### src/rtl/pipe_hazard_unit.sv
// Hazard detection and operand-forwarding controller for a 5-stage pipeline.
// A shadow scoreboard of EX/MEM/WB drives forward selects, load-use stalls and branch flushes.
module pipe_hazard_unit #(
  parameter int ID_LENGTH          = 3,
  parameter int ZERO_REG_HARDWIRED = 0,
  parameter int BRANCH_SHADOW      = 1,
  parameter int CNT_WIDTH          = 16
) (
  input  logic                 clk,
  input  logic                 rst,
  input  logic                 id_valid,
  input  logic [ID_LENGTH-1:0] id_src1,
  input  logic                 id_src1_used,
  input  logic [ID_LENGTH-1:0] id_src2,
  input  logic                 id_src2_used,
  input  logic [ID_LENGTH-1:0] id_dst,
  input  logic                 id_wr_en,
  input  logic                 id_is_load,
  input  logic                 ex_branch_taken,
  input  logic                 ext_stall,
  output logic [1:0]           fwd_sel1,
  output logic [1:0]           fwd_sel2,
  output logic                 pc_hold,
  output logic                 if_id_hold,
  output logic                 if_id_flush,
  output logic                 id_ex_bubble,
  output logic [CNT_WIDTH-1:0] stall_cnt,
  output logic [CNT_WIDTH-1:0] flush_cnt
);

  typedef struct packed {
    logic                 valid;
    logic [ID_LENGTH-1:0] dst;
    logic                 wr_en;
  } slot_t;

  typedef enum logic [1:0] {RUN, STALL_LU, FLUSH} state_t;

  // Only the EX occupant's load flag matters: a load is hazardous only one slot ahead.
  slot_t      ex_slot, mem_slot, wb_slot;
  logic       ex_is_load;
  state_t     state, state_nxt;
  logic [1:0] kill, kill_nxt;
  logic [1:0] sel1_c, sel2_c;
  logic       hazard, lu_stall, flush_evt;

  function automatic logic src_match(input logic [ID_LENGTH-1:0] src, input logic used,
                                     input slot_t s);
    return used && s.valid && s.wr_en && (s.dst == src) &&
           !((ZERO_REG_HARDWIRED != 0) && (src == '0));
  endfunction

  function automatic logic [1:0] pick_src(input logic [ID_LENGTH-1:0] src, input logic used,
                                          input slot_t ex_s, input slot_t mem_s,
                                          input slot_t wb_s);
    if (src_match(src, used, ex_s))       return 2'd1;
    else if (src_match(src, used, mem_s)) return 2'd2;
    else if (src_match(src, used, wb_s))  return 2'd3;
    else                                  return 2'd0;
  endfunction

  assign sel1_c = pick_src(id_src1, id_src1_used, ex_slot, mem_slot, wb_slot);
  assign sel2_c = pick_src(id_src2, id_src2_used, ex_slot, mem_slot, wb_slot);
  assign hazard = ex_is_load && (src_match(id_src1, id_src1_used, ex_slot) ||
                                 src_match(id_src2, id_src2_used, ex_slot));

  always_comb begin
    // NOTE: every output gets a default first so no path leaves it unassigned (no latch).
    pc_hold      = 1'b0;
    if_id_hold   = 1'b0;
    if_id_flush  = 1'b0;
    id_ex_bubble = 1'b0;
    lu_stall     = 1'b0;
    flush_evt    = 1'b0;
    state_nxt    = state;
    kill_nxt     = kill;
    // Controls are gated by reset too, so an asserted rst silences them without a clock.
    if (!rst) begin
      state_nxt = RUN;
    end else if (ext_stall) begin
      pc_hold    = 1'b1;
      if_id_hold = 1'b1;
    end else if (ex_branch_taken) begin
      if_id_flush  = 1'b1;
      id_ex_bubble = 1'b1;
      flush_evt    = 1'b1;
      state_nxt    = (BRANCH_SHADOW > 0) ? FLUSH : RUN;
      kill_nxt     = 2'(BRANCH_SHADOW);
    end else if (state == FLUSH) begin
      if_id_flush  = 1'b1;
      id_ex_bubble = 1'b1;
      kill_nxt     = kill - 2'd1;
      state_nxt    = (kill <= 2'd1) ? RUN : FLUSH;
    end else if (hazard && state != STALL_LU) begin
      pc_hold      = 1'b1;
      if_id_hold   = 1'b1;
      id_ex_bubble = 1'b1;
      lu_stall     = 1'b1;
      state_nxt    = STALL_LU;
    end else begin
      state_nxt = RUN;
    end
  end

  always_ff @(posedge clk or negedge rst) begin
    if (!rst) begin
      ex_slot    <= '0;
      mem_slot   <= '0;
      wb_slot    <= '0;
      ex_is_load <= 1'b0;
      state      <= RUN;
      kill       <= '0;
      fwd_sel1   <= '0;
      fwd_sel2   <= '0;
      stall_cnt  <= '0;
      flush_cnt  <= '0;
    end else if (!ext_stall) begin
      // NOTE: non-blocking assignments let the slots shift together without ordering races.
      wb_slot    <= mem_slot;
      mem_slot   <= ex_slot;
      ex_slot    <= '{valid: id_valid & ~id_ex_bubble, dst: id_dst, wr_en: id_wr_en};
      ex_is_load <= id_is_load;
      state      <= state_nxt;
      kill       <= kill_nxt;
      fwd_sel1   <= id_ex_bubble ? 2'd0 : sel1_c;
      fwd_sel2   <= id_ex_bubble ? 2'd0 : sel2_c;
      if (lu_stall && stall_cnt != '1)  stall_cnt <= stall_cnt + 1'b1;
      if (flush_evt && flush_cnt != '1) flush_cnt <= flush_cnt + 1'b1;
    end
  end

endmodule

### config.mk
export PLATFORM = sky130hd
export DESIGN_NAME = pipe_hazard_unit
export DESIGN_NICKNAME = d
export VERILOG_FILES = /design/src/rtl/pipe_hazard_unit.sv
export SDC_FILE = /design/constraint.sdc
export NUM_CORES = 1
export LEC_CHECK = 0
export CAP_MARGIN = 40
export CORE_ASPECT_RATIO = 1.75
export CORE_UTILIZATION = 40
export CTS_CLUSTER_SIZE = 14
export DETAILED_ROUTE_END_ITERATION = 12
export GPL_TIMING_DRIVEN = 0
export PLACE_DENSITY = 0.69
export REMOVE_ABC_BUFFERS = 1
export SKIP_LAST_GASP = 1
export SYNTH_ARGS = -nofsm -noshare
export SYNTH_HDL_FRONTEND = slang
export SYNTH_SLANG_ARGS = --single-unit
export TNS_END_PERCENT = 50
### constraint.sdc
create_clock -name clk -period 2.11 [get_ports clk]
set_input_delay 0.422 -clock clk [delete_from_list [all_inputs] [get_ports clk]]
set_output_delay 0.422 -clock clk [all_outputs]
set_load 0.05 [all_outputs]
==> results of run 1 <==
-- flip-flops by register name (all words and copies together) (netlist names) --
name and count:
flush_cnt 16, stall_cnt 16, ex_slot 5, mem_slot 5, wb_slot 5, fwd_sel1 2, fwd_sel2 2, kill 2
state 2, ex_is_load 1
-- cells in the mapped netlist, types with 2 or more instances --
| library cell | number | share of area [%] |
|---|---|---|
| a21oi_1 | 4 | 0.71 |
| a221oi_1 | 2 | 0.62 |
| and3_1 | 10 | 2.2 |
| buf_1 | 2 | 0.27 |
| dfrtp_1 | 56 | 50 |
| ha_1 | 3 | 1.3 |
| inv_1 | 8 | 1.1 |
| mux2_2 | 18 | 7.2 |
| nand2_1 | 15 | 2.0 |
| nand2b_1 | 3 | 0.66 |
| nand3_1 | 20 | 3.5 |
| nand3b_1 | 3 | 0.80 |
| nand4_1 | 10 | 2.2 |
| nor2_1 | 11 | 1.5 |
| nor2b_1 | 3 | 0.66 |
| nor3_1 | 7 | 1.2 |
| nor3_2 | 2 | 0.71 |
| nor4_1 | 4 | 0.89 |
| nor4_2 | 2 | 0.89 |
| o21ai_0 | 5 | 0.89 |
| xnor2_1 | 15 | 4.7 |
| xor2_1 | 32 | 9.9 |
-- per-layer routing --
metal	wire length (um)	global-route usage, %	vias to the layer above
met2	3240	30.9	61
li1	-	-	1029
met1	2390	21.6	1058
met5	0	0	-
met4	140	7.68	0
met3	243	3.73	10
-- area by class of cell --
class	count	area, um^2
Sequential cell	56	1400
Multi-Input combinational cell	186	1460
Tap cell	84	105
Clock buffer	6	129
Inverter	8	30.0
Clock inverter	2	16.3
Fill cell	596	3030
Timing Repair Buffer	68	693
-- worst max path at each step --
stage | depth (start not counted) | slack, ns | end
after detailed placement | 6 | -1.28 | id_ex_bubble
after global placement | 6 | -2.87 | id_ex_bubble
final | 7 | -0.22 | if_id_hold
after CTS | 6 | -0.22 | if_id_hold
after global routing | 6 | -0.30 | if_id_hold
after floorplan | 5 | -0.89 | if_id_hold
-- layout by cell type (no fill, tap or decap), types with 3 or more instances in the layout --
cell type,n
nor2_1,11
dfrtp_1,55
clkdlybuf4s50_1,43
inv_1,8
nor4_1,4
nand3b_1,3
nand3_1,18
dlygate4sd2_1,8
nand2_1,15
xor2_1,28
nand4_1,10
mux2_2,18
nand2b_1,3
buf_4,9
clkbuf_16,5
xnor2_1,15
ha_1,3
o21ai_0,5
and3_1,10
nor3_1,7
xor2_2,4
a21oi_1,4
-- through the flow --
stage | cell area, um^2 | setup TNS, ns | hold WS (ns) | worst slack [ns]
final | 3830 | -0.644 | 0.0460 | -0.225
after global placement | 3470 | -164.05 | 0.485 | -2.87
after CTS | 3730 | -0.674 | -0.00478 | -0.224
after global routing | 3830 | -1.32 | 0.0472 | -0.300
after detailed placement | 3500 | -19.32 | 0.485 | -1.28
after floorplan | 2790 | -1.82 | 0.126 | -0.887
-- repair_timing --
action | CTS | global route
endpoints found under the setup margin | 30 | 8
endpoints found under the hold margin | 25 | 28
buffers inserted | 5 | 3
pin swaps | 3 | 5
resized for setup | 46 | 14
cloned | 0 | 0
-- critical path, stage by stage --
cell and delay, ns:
dlygate4sd2_1 0.30, xor2_2 0.21, nor4_4 0.36, or2_4 0.20, a31oi_4 0.08, nor2b_2 0.17
buf_6 0.18
-- power breakdown --
group / internal, uW / switching (uW) / total [uW] / leakage [uW]
Sequential: 1180 / 118 / 1300 / 0.000721
Clock: 443 / 370 / 813 / 0.0000671
Combinational: 273 / 374 / 646 / 0.000869
Total: 1900 / 862 / 2760 / 0.00166
-- logic make-up after synthesis --
kind of cell / after synthesis / share of synthesized area (%)
fa+ha+maj: 3 / 1.33
simple gates: 98 / 19.5
xor+xnor: 47 / 14.6
mux: 20 / 8.06
compound gates: 18 / 4.61
buf+inv: 14 / 2.30
flops: 56 / 49.6
==> impl_metrics.csv, run 1 <==
group,metric,value,unit
run_status,status,"finished, violations left",
run_status,violations,"setup timing",
sta,drv_slew,0,
floorplanning,core_region_area,6860,um^2
logic_synthesis,syn-cell-area,2830,um^2
floorplanning,io-pin-count,58,
cts,cts_made_buffers,5,
setup_path,crit_start,"id_src1[1]",
worst_hold_path,hold_class,"primary input to asynchronous set/reset pin",
route,drtIter0Drc,94,
sta,fin_skew,0.00601,ns
logic_synthesis,synthArstFlopShare,100,%
sta,max_slew_margin,65.5,%
cts,cts_buffer_depth,2,
cts,ctsHtreeMaxLevel,2,
route,wl,6.01,mm
logic_synthesis,yosysSeqAreaShare,49.6,%
logic_synthesis,synth_warnings,0,
setup_path,ff2ff_path_depth,7,
floorplanning,die_y,113,um
logic_synthesis,ys_types,43,
flow_run,maxCapViolCount,0,
route,routed_via_density,5.26,
sta,setup_viol,3,
cts,cts_tree,"yes",
global_routing,grt_pass1_wl,10.3,mm
route,drtAntennaViolNets,0,
route,firstDrtPassIters,4,
layout,final_nets,346,
layout,finalNonFillerCells,410,
floorplanning,die_area,7420,um^2
sta,min_period,2.33,ns
sta,max_freq,0.428,GHz
sta,grt_setup_unrepaired,"yes",
setup_path,r2r-end,"stall_cnt[1]",
route,num_vias,2158,
placed_design,gp_congestion,0.779,
setup_path,crit_path_start_kind,"primary input",
setup_path,required,1.69,ns
floorplanning,die_x,65.5,um
logic_synthesis,syn_area_per_cell,11.0,um^2
global_routing,grt_overflow,0,
placed_design,portBuffers,57,
setup_path,reg2reg_from,"ex_slot[1]",
global_routing,track_usage,18.1,%
cts,cts-root-buf,"clkbuf_16",
floorplanning,start_util,41.2,%
sta,hold_viol_final,0,
logic_synthesis,synth_cells,256,
global_routing,grt_start_max_net_pins,34,
placed_design,post-dp-hpwl,4.35,mm
cts,path_clk_slew,0.07,ns
global_routing,antenna_found_initial,0,
setup_path,ff2ff_setup_slack,0.04,ns
power,ir_drop,0.000488,V
cts,clock_latency,0.29,ns
sta,setup_slack,-0.225,ns
layout,syn_to_final_growth,35.6,%
power,power.density,720,nW/um^2
layout,antennaDiodeCount,0,
setup_path,crit_path_end_kind,"primary output",
global_routing,first_global_vias,2146,
setup_path,worstPathArrival,1.91,ns
floorplanning,placementRows,40,
sta,tightest_slew,0.514,ns
layout,final_util,55.9,%
setup_path,criticalPathCategory,"primary input to primary output",
route,wl_per_cell,14.7,um
logic_synthesis,synth_edf_count,0,
logic_synthesis,synth_top_flop_cell,"dfrtp_1",
logic_synthesis,ys_ff_latch,56,
cts,numClockSinks,56,
power,p_leak,0.00166,uW
setup_path,worstPathMaxFanout,3,
placed_design,dp.cells,393,
sta,fin_crit_sh,111,%
layout,drive_gt1_share,19.6,%
route,drc_errors,0,
power,totalPowerFinal,2760,uW
Note: power is estimated with default switching activity, not from simulation.
==> run 2: changes to the inputs <==
--- a/config.mk
+++ b/config.mk
@@ -5,6 +5,7 @@
 export SDC_FILE = /design/constraint.sdc
 export NUM_CORES = 1
 export LEC_CHECK = 0
+export ABC_CLOCK_PERIOD_IN_PS = 2110
 export CAP_MARGIN = 40
 export CORE_ASPECT_RATIO = 1.75
 export CORE_UTILIZATION = 40
@@ -14,6 +15,7 @@
 export PLACE_DENSITY = 0.69
 export REMOVE_ABC_BUFFERS = 1
 export SKIP_LAST_GASP = 1
+export SLEW_MARGIN = 20
 export SYNTH_ARGS = -nofsm -noshare
 export SYNTH_HDL_FRONTEND = slang
 export SYNTH_SLANG_ARGS = --single-unit
==> impl_metrics.csv, run 2 (same netlist as run 1, synthesis figures left out) <==
group,metric,value,unit
cts,path_clk_slew,0.07,ns
layout,finalNonFillerCells,409,
placed_design,post-dp-hpwl,4.36,mm
setup_path,slowest_delay,0.35,ns
cts,clock_latency,0.29,ns
setup_path,required,1.69,ns
sta,fin_skew,0.00779,ns
run_status,status,"finished, violations left",
layout,largestRegisters,"flush_cnt x16, stall_cnt x16",
placed_design,gp_congestion,0.779,
floorplanning,core_region_area,6860,um^2
floorplanning,die_area,7420,um^2
layout,layout_common_cells,"dfrtp_1 (55), clkdlybuf4s50_1 (43), xor2_1 (30)",
route,drtAntennaViolNets,0,
setup_path,cp_slowest_cell,"nor4_4",
cts,cts_tree,"yes",
power,ir_drop,0.000494,V
layout,syn_to_final_growth,35.1,%
sta,finalSetupTns,-0.598,ns
global_routing,grt_overflow,0,
setup_path,criticalPathCategory,"primary input to primary output",
floorplanning,start_util,41.2,%
global_routing,antenna_found_initial,0,
layout,final_util,55.7,%
route,wl_per_cell,14.7,um
setup_path,ff2ff_path_depth,5,
route,drc_errors,0,
cts,cts_made_buffers,5,
layout,final_common_cell,"dfrtp_1",
setup_path,worstPathMaxFanout,3,
sta,grt_setup_unrepaired,"yes",
sta,fin_crit_sh,109,%
sta,hold_viol_final,0,
setup_path,worstPathArrival,1.89,ns
cts,ctsHtreeMaxLevel,2,
sta,max_freq,0.433,GHz
layout,final_nets,345,
sta,min_period,2.31,ns
global_routing,grtUsageMet1,22.1,%
global_routing,grt_use_met2,29.9,%
layout,drive_gt1_share,18.2,%
floorplanning,io-pin-count,58,
floorplanning,die_x,65.5,um
setup_path,crit_path_start_kind,"primary input",
sta,setup_viol,3,
route,num_vias,2112,
power,totalPowerFinal,2760,uW
global_routing,grt_pass1_wl,10.2,mm
layout,antennaDiodeCount,0,
placed_design,portBuffers,57,
global_routing,first_global_vias,2088,
global_routing,grt_start_max_net_pins,34,
route,wl,6.00,mm
sta,tightest_slew,0.603,ns
global_routing,top_usage_layer,"met2",
floorplanning,die_y,113,um
sta,max_slew_margin,59.8,%
floorplanning,placementRows,40,
sta,drv_slew,0,
power,power.density,722,nW/um^2
setup_path,crit_path_end_kind,"primary output",
sta,setup_slack,-0.200,ns
global_routing,gr-usage-met3,3.83,%
cts,cts-root-buf,"clkbuf_16",
cts,cts_buffer_depth,2,
setup_path,critical_path.cell_chain,"dlygate4sd2_1 -> xor2_2 -> nor4_4 -> or2_4 -> a31oi_4 -> nor2b_4 -> buf_6",
worst_hold_path,hold_class,"primary input to asynchronous set/reset pin",
global_routing,track_usage,17.9,%
layout,finalInstanceArea,3820,um^2
placed_design,dp.cells,393,
route,drtIter0Drc,78,
placed_design,placed_cell_area,3500,um^2
route,routed_via_density,5.16,
run_status,violations,"setup timing",
route,firstDrtPassIters,4,
setup_path,ff2ff_setup_slack,0.15,ns
cts,numClockSinks,56,
flow_run,maxCapViolCount,0,
power,p_leak,0.00165,uW
-- run 2: repair_timing --
| item | CTS | global route |
|---|---|---|
| endpoints found under the hold margin | 25 | 28 |
| pin swaps | 3 | 5 |
| setup endpoints to repair | 26 | 15 |
| buffers inserted | 4 | 3 |
| resized for setup | 42 | 13 |
-- run 2: stage by stage --
stage,hold slack [ns],setup WS [ns]
detailed placement,0.373,-1.32
global placement,0.485,-2.87
CTS,-0.00578,-0.256
floorplan,0.126,-0.887
global route,0.0592,-0.295
finish,0.0569,-0.200
-- run 2: final cells by class --
cell class | count | area [um^2]
Fill cell | 610 | 3040
Sequential cell | 56 | 1400
Timing Repair Buffer | 67 | 684
Inverter | 8 | 30.0
Clock inverter | 2 | 16.3
Clock buffer | 6 | 129
Tap cell | 84 | 105
Multi-Input combinational cell | 186 | 1450
-- run 2: critical path, delay by kind of cell --
family / cells / cell delay, ns
AO/OA/AOI/OAI: 1 / 0.09
AND/OR/NAND/NOR: 3 / 0.70
XOR/XNOR: 1 / 0.21
buffers and inverters: 2 / 0.47
-- run 2: metal layers --
| layer | up-vias | wire (um) | share of wire (%) |
|---|---|---|---|
| met4 | 0 | 114 | 1.9 |
| li1 | 1029 | - | - |
| met2 | 48 | 3180 | 53 |
| met3 | 8 | 204 | 3.4 |
| met1 | 1027 | 2500 | 42 |
| met5 | - | 0 | 0 |
-- run 2: where the power goes --
group	internal (uW)	total [uW]	switching, uW
Sequential	1180	1300	117
Clock	443	814	371
Combinational	271	645	374
-- run 2: final timing paths --
| kind | startpoint | endpoint |
|---|---|---|
| worst max-delay path | id_src1[1] | if_id_hold |
| worst min-delay path | rst | ex_slot[3] |
| worst max register to register | stall_cnt[0] | stall_cnt[1] |
| worst min register to register | stall_cnt[15] | stall_cnt[15] |
| max in group asynchronous | rst | ex_slot[2] |
| min in group clk | stall_cnt[15] | stall_cnt[15] |
